--- src/rtl/mult_reg_datapath.sv ---
// X:A:B product register chain and 9-bit sign-extended add/subtract for the shift-add multiplier.
// Each strobe acts on the edge where it is sampled high; there is no pipelining and no backpressure.
module mult_reg_datapath #(
  parameter int WIDTH = 8
) (
  input  logic             Clk,
  input  logic             Reset,
  input  logic [WIDTH-1:0] SW,
  input  logic             Add,
  input  logic             Sub,
  input  logic             Shift_En,
  input  logic             Clear_XA,
  input  logic             Clear_Load,
  input  logic             LoadB,
  output logic             M,
  output logic             Xval,
  output logic [WIDTH-1:0] Aval,
  output logic [WIDTH-1:0] Bval
);

  logic             x_q, x_d;
  logic [WIDTH-1:0] a_q, a_d;
  logic [WIDTH-1:0] b_q, b_d;

  logic [WIDTH:0] a_ext;
  logic [WIDTH:0] sw_ext;
  logic [WIDTH:0] sum;
  logic           arith;

  assign a_ext  = {a_q[WIDTH-1], a_q};
  assign sw_ext = {SW[WIDTH-1], SW};
  // Subtract is add of the inverted operand with carry-in of one; wraps modulo 2^(WIDTH+1).
  assign sum    = a_ext + (Sub ? ~sw_ext : sw_ext) + {{WIDTH{1'b0}}, Sub};
  assign arith  = Add | Sub;

  always_comb begin
    x_d = x_q;
    a_d = a_q;
    b_d = b_q;
    if (Clear_Load) begin
      x_d = 1'b0;
      a_d = '0;
      b_d = SW;
    end else begin
      if (Clear_XA) begin
        x_d = 1'b0;
        a_d = '0;
      end else if (arith) begin
        x_d = sum[WIDTH];
        a_d = sum[WIDTH-1:0];
      end else if (Shift_En) begin
        a_d = {x_q, a_q[WIDTH-1:1]};
      end
      // B still shifts in the old A[0] when only X,A are being cleared.
      if (LoadB) begin
        b_d = SW;
      end else if (Shift_En && !arith) begin
        b_d = {a_q[0], b_q[WIDTH-1:1]};
      end
    end
  end

  always_ff @(posedge Clk or negedge Reset) begin
    if (!Reset) begin
      x_q <= 1'b0;
      a_q <= '0;
      b_q <= '0;
    end else begin
      x_q <= x_d;
      a_q <= a_d;
      b_q <= b_d;
    end
  end

  assign M    = b_q[0];
  assign Xval = x_q;
  assign Aval = a_q;
  assign Bval = b_q;

endmodule

--- config.mk ---
export PLATFORM = sky130hd
export DESIGN_NAME = mult_reg_datapath
export DESIGN_NICKNAME = d
export VERILOG_FILES = /design/src/rtl/mult_reg_datapath.sv
export SDC_FILE = /design/constraint.sdc
export NUM_CORES = 1
export LEC_CHECK = 0
export ABC_AREA = 1
export BUFFER_PORTS_ARGS = -buffer_cell sky130_fd_sc_hd__buf_2
export CORE_UTILIZATION = 50
export CTS_BUF_LIST = sky130_fd_sc_hd__clkbuf_4 sky130_fd_sc_hd__clkbuf_8
export CTS_CLUSTER_SIZE = 30
export DETAILED_ROUTE_END_ITERATION = 8
export PLACE_DENSITY_LB_ADDON = 0.15
export SLEW_MARGIN = 30
export SYNTH_ARGS = -nofsm -noshare
export SYNTH_HDL_FRONTEND = slang
export SYNTH_SLANG_ARGS = --single-unit
--- constraint.sdc ---
create_clock -name Clk -period 1.45 [get_ports Clk]
set_clock_uncertainty 0.1 [all_clocks]
set_input_delay 0 -clock Clk [delete_from_list [all_inputs] [get_ports Clk]]
set_output_delay 0 -clock Clk [all_outputs]
set_load 0.005 [all_outputs]
==> Word-level counts from Yosys, hierarchy flattened <==
Index checks and enable logic that the tools add are counted.
Widths: inputs -> output; s select.
{ "totals": {"in_bits": 16, "reg_bits": 17, "elab_cells": 23, "out_inout_bits": 18} }
{ "classes": {"bitwise": 2, "mux": 11, "add_sub_neg": 2, "reduce_logical": 5} }
{ "ops": {"columns": ["op", "n"], "rows": [
  ["$mux 8", 7],
  ["$add 9x1->9", 1],
  ["$add 9x9->9", 1],
  ["$mux 9", 1],
  ["$not 9->9", 1],
  ["$reduce_bool 3->1", 2],
  ["$reduce_bool 4->1", 1],
  ["$mux 1", 3],
  ["$logic_and 1x1->1", 1],
  ["$logic_not 1->1", 1],
  ["$or 1x1->1", 1]
]} }

==> Depth between registers and ports, before layout <==
{ "logic_depth": {"word_depth": 7, "ltp_mapped": 13, "ltp_nobuf": 12} }

==> Least setup slack after synthesis <==
OpenSTA, ideal clock, no wires.
{ "synth_timing": {"kind": "reg-to-reg", "start": "register a_q[0] (netlist: Aval[0])", "end": "register a_q[4] (netlist: Aval[4])", "synth_period_minus_slack_ns": 1.619, "n_path_buf": 0, "path_stages_with_launch": 10, "setup_time_ns": 0.122, "required_ns": 1.228, "slack_ns": -0.169, "arrival_time_ns": 1.398, "cell_sequence": "dfrtp_1 > nand2_1 > nand2_1 > fa_1 > nand3_1 > nand2_1 > xnor2_1 > nand2_1 > o211ai_2 > nand2_1"} }
{ "synth_via": {"elab_chain_len": 5} }
{ "synth_lines": {"columns": ["element", "line_no", "source"], "rows": [
  ["start, declared", "22", "logic [WIDTH-1:0] a_q, a_d;"],
  ["start signal, assigned", "66", "a_q <= '0;"],
  ["start signal, assigned", "70", "a_q <= a_d;"],
  ["$add 9x9->9", "33", "assign sum = a_ext + (Sub ? ~sw_ext : sw_ext) + {{WIDTH{1'b0}}, Sub};"],
  ["$add 9x1->9", "33", null],
  ["$mux 8", "48", "end else if (arith) begin"],
  ["$mux 8", "45", "if (Clear_XA) begin"],
  ["$mux 8", "40", "if (Clear_Load) begin"]
]} }
No other way between the ends.
A chain may end at the register's enable or synchronous reset.

==> Worst setup path after layout <==
{ "layout_timing": {"start": "register a_q[0] (netlist: Aval[0])", "end": "register a_q[6] (netlist: Aval[6])"} }
The elaborated chain is that of the path after synthesis.

==> impl_metrics.yaml <==
run_status:
  status: "finished with violations"
  violations: "setup timing"
setup_path:
  start_kind: "flip-flop"
  worstPathMaxFanout: 3
  path_cells: "nand2_1, nand2_2, fa_2, nand4_1, nand3_1, nand2_1, nand3_1, nand2_1, nand2_1"
  end_kind: "flip-flop"
  crit_top_cell: "nand2_1"
  cp.arrival_ns: 1.82
  path_delay_family: "simple AND/OR/NAND/NOR gates"
  cp_slowest_cell: "dfrtp_1"
  cpPeakStageDelay_ns: 0.39
  critical_path_buf_inv_count: 0
  critical_path_class: "flip-flop to flip-flop"
  cp.required_ns: 1.56
power_and_ir_drop:
  powerDensity_nw_per_um2: 784
  power.leakage_nw: 1.05
  max-vdd-ir-drop_mv: 0.573
  p_total_mw: 1.55
floorplan:
  die_w_um: 54.4
  start_util_pct: 53.9
  io-pin-count: 34
  die_area_um2: 2960
  rows: 18
  dieHeight_um: 54.4
  core_um2: 2540
sta:
  finalMaxSlewViolations: 0
  finalCritPeriodShare_pct: 118
  fmax_mhz: 586
  finalSetupViolCount: 8
  worstMarginPinSlew_ns: 0.411
  slew_headroom_pct: 72.6
  finalCriticalPeriod_ns: 1.71
  hold_violations: 0
  setup_slack_ns: -0.258
  rsz0062_at_grt: "yes"
global_routing:
  globalRouteTotalUtil_pct: 28.7
  grt_pass1_vias: 1410
  grt_overflow: 0
  grt_max_degree: 18
  grt_pass1_wl_um: 5980
  antenna_found_initial: 0
synth:
  synth.distinct_cells: 29
  synthesis.nets: 204
  async_reset_ff_share_pct: 100
  synth-seq-cells: 17
  syn_area_per_cell_um2: 7.71
  seq_area_frac_synth_pct: 31.0
  synth_edf_count: 0
  synth_area_um2: 1370
  ys.flop_type: "dfrtp_1"
  synthCells: 178
  synth_warnings: 0
route:
  firstDrtPassIters: 4
  drt.antenna.violating_nets: 0
  route.detailed.drc: 0
  vias: 1488
  viasPerCell: 5.39
  routed_wl_um: 3980
  drtIter0Drc: 27
  wl_per_cell_um: 14.4
cells_and_area:
  drive_gt1_share_pct: 38.6
  stdcell_count: 276
  antenna_cells: 0
  final-seq-area_um2: 425
  syn2layout_area_growth_pct: 44.0
  fin_util_pct: 77.7
  nets: 273
  multi_input_area_um2: 955
  nFillCells: 189
  layout_commonest_cell: "nand2_1"
  layout_common_cells: "nand2_1, buf_2, buf_4"
placed_design:
  dp_cells: 256
  hpwl_um: 2590
  portBuffers: 33
  place.gp.congestion: 0.920
clock_tree:
  cts_tree: "built"
  clkLatencyLatePin_ns: 0.30
  clock-sinks: 17
  h-tree-depth: 1
  cts-buffers-inserted: 3
  path_clk_slew_ns: 0.11
  clockBufferDepth: 2
  cts_root_buffer: "clkbuf_4"
run:
  drv_cap: 0
min_path:
  hp-class: "input port to async pin"
-- kinds of logic (layout without fill, tap and decap cells) --
kind of cell	Yosys count	after routing	synth area share, %
fa+ha+maj	10	10	9.66
xor+xnor	8	8	5.11
compound gates	34	34	15.1
simple gates	89	89	31.5
buf+inv	20	88	7.57
flops	17	17	31.0
-- per-stage QoR --
| step | area [um^2] | hold WS (ns) | TNS, ns | worst slack [ns] |
|---|---|---|---|---|
| 3_5_place_dp | 1710 | -0.147 | -1.09 | -0.217 |
| 4_1_cts | 1920 | 0.0293 | -0.647 | -0.155 |
| 6_report | 1980 | 0.0389 | -1.35 | -0.258 |
| 3_3_place_gp | 1710 | -0.148 | -0.810 | -0.193 |
| 2_1_floorplan | 1400 | -0.396 | -0.249 | -0.108 |
| 5_1_grt | 1980 | 0.0607 | -2.00 | -0.346 |
-- worst paths after layout --
kind | startpoint | endpoint | slack (ns) | cells past startpoint
max | Aval[0] | Aval[6] | -0.26 | 9
min | Reset | Aval[7] | 0.04 | 2
max reg2reg | Aval[0] | Aval[6] | -0.26 | 9
min reg2reg | Bval[6] | Bval[5] | 0.48 | 2
max in group asynchronous | Reset | Bval[2] | 0.91 | 2
min in group Clk | LoadB | Bval[4] | 0.04 | 3
-- worst register-to-register path, stage by stage (launching register included) --
cell	delay [ns]
dfrtp_1	0.39
nand2_1	0.12
nand2_2	0.10
fa_2	0.39
nand4_1	0.14
nand3_1	0.10
nand2_1	0.08
nand3_1	0.08
nand2_1	0.07
nand2_1	0.05
-- state kept, by name, summed over array words and instances (netlist names) --
name and cells:
Xval 1, Aval 8, Bval 8
-- power breakdown --
| group | leakage [nW] | switching (mW) | internal (mW) |
|---|---|---|---|
| clock | 0.0184 | 0.166 | 0.126 |
| sequential | 0.215 | 0.0413 | 0.520 |
| combinational | 0.821 | 0.358 | 0.340 |
-- area by class of cell --
class,instances,area share [%]
inverter,14,2.66
sequential,17,21.5
tap,30,1.90
timing repair buffer,70,24.1
multi-input combinational,141,48.3
clock buffer,4,1.52
-- Yosys cell counts, types with 2 or more instances --
library cell   n  area share, %
nand2_4        2            1.6
o211ai_2       2            1.8
a31oi_1        9            4.1
o21ai_1        2           0.73
buf_6          3            2.5
nand2_1       46             13
ha_1           9            8.2
nand3_1       12            4.4
dfrtp_1       17             31
inv_1         11            3.0
a21oi_1        6            2.2
xor2_1         7            4.5
inv_2          3           0.82
nor2_1        20            5.5
o21ai_0       10            3.6
buf_2          2           0.73
nand4_1        3            1.4
nor2_8         3            4.4
-- repair_timing --
action	CTS	global route
hold endpoints to repair	34	0
resized for setup	7	13
hold buffers	12	0
pin swaps	5	13
endpoints found under the setup margin	8	8
buffers inserted	2	2
cloned	0	0
-- metal layers --
metal  track usage [%]  part of all wire, %  up-vias
met4              17.1                  4.3        0
met3              4.17                  4.8       16
li1                  -                    -      730
met5                 0                    0        -
met1              35.0                   43      689
met2              47.4                   48       53
Note: power is estimated with default switching activity, not from simulation.
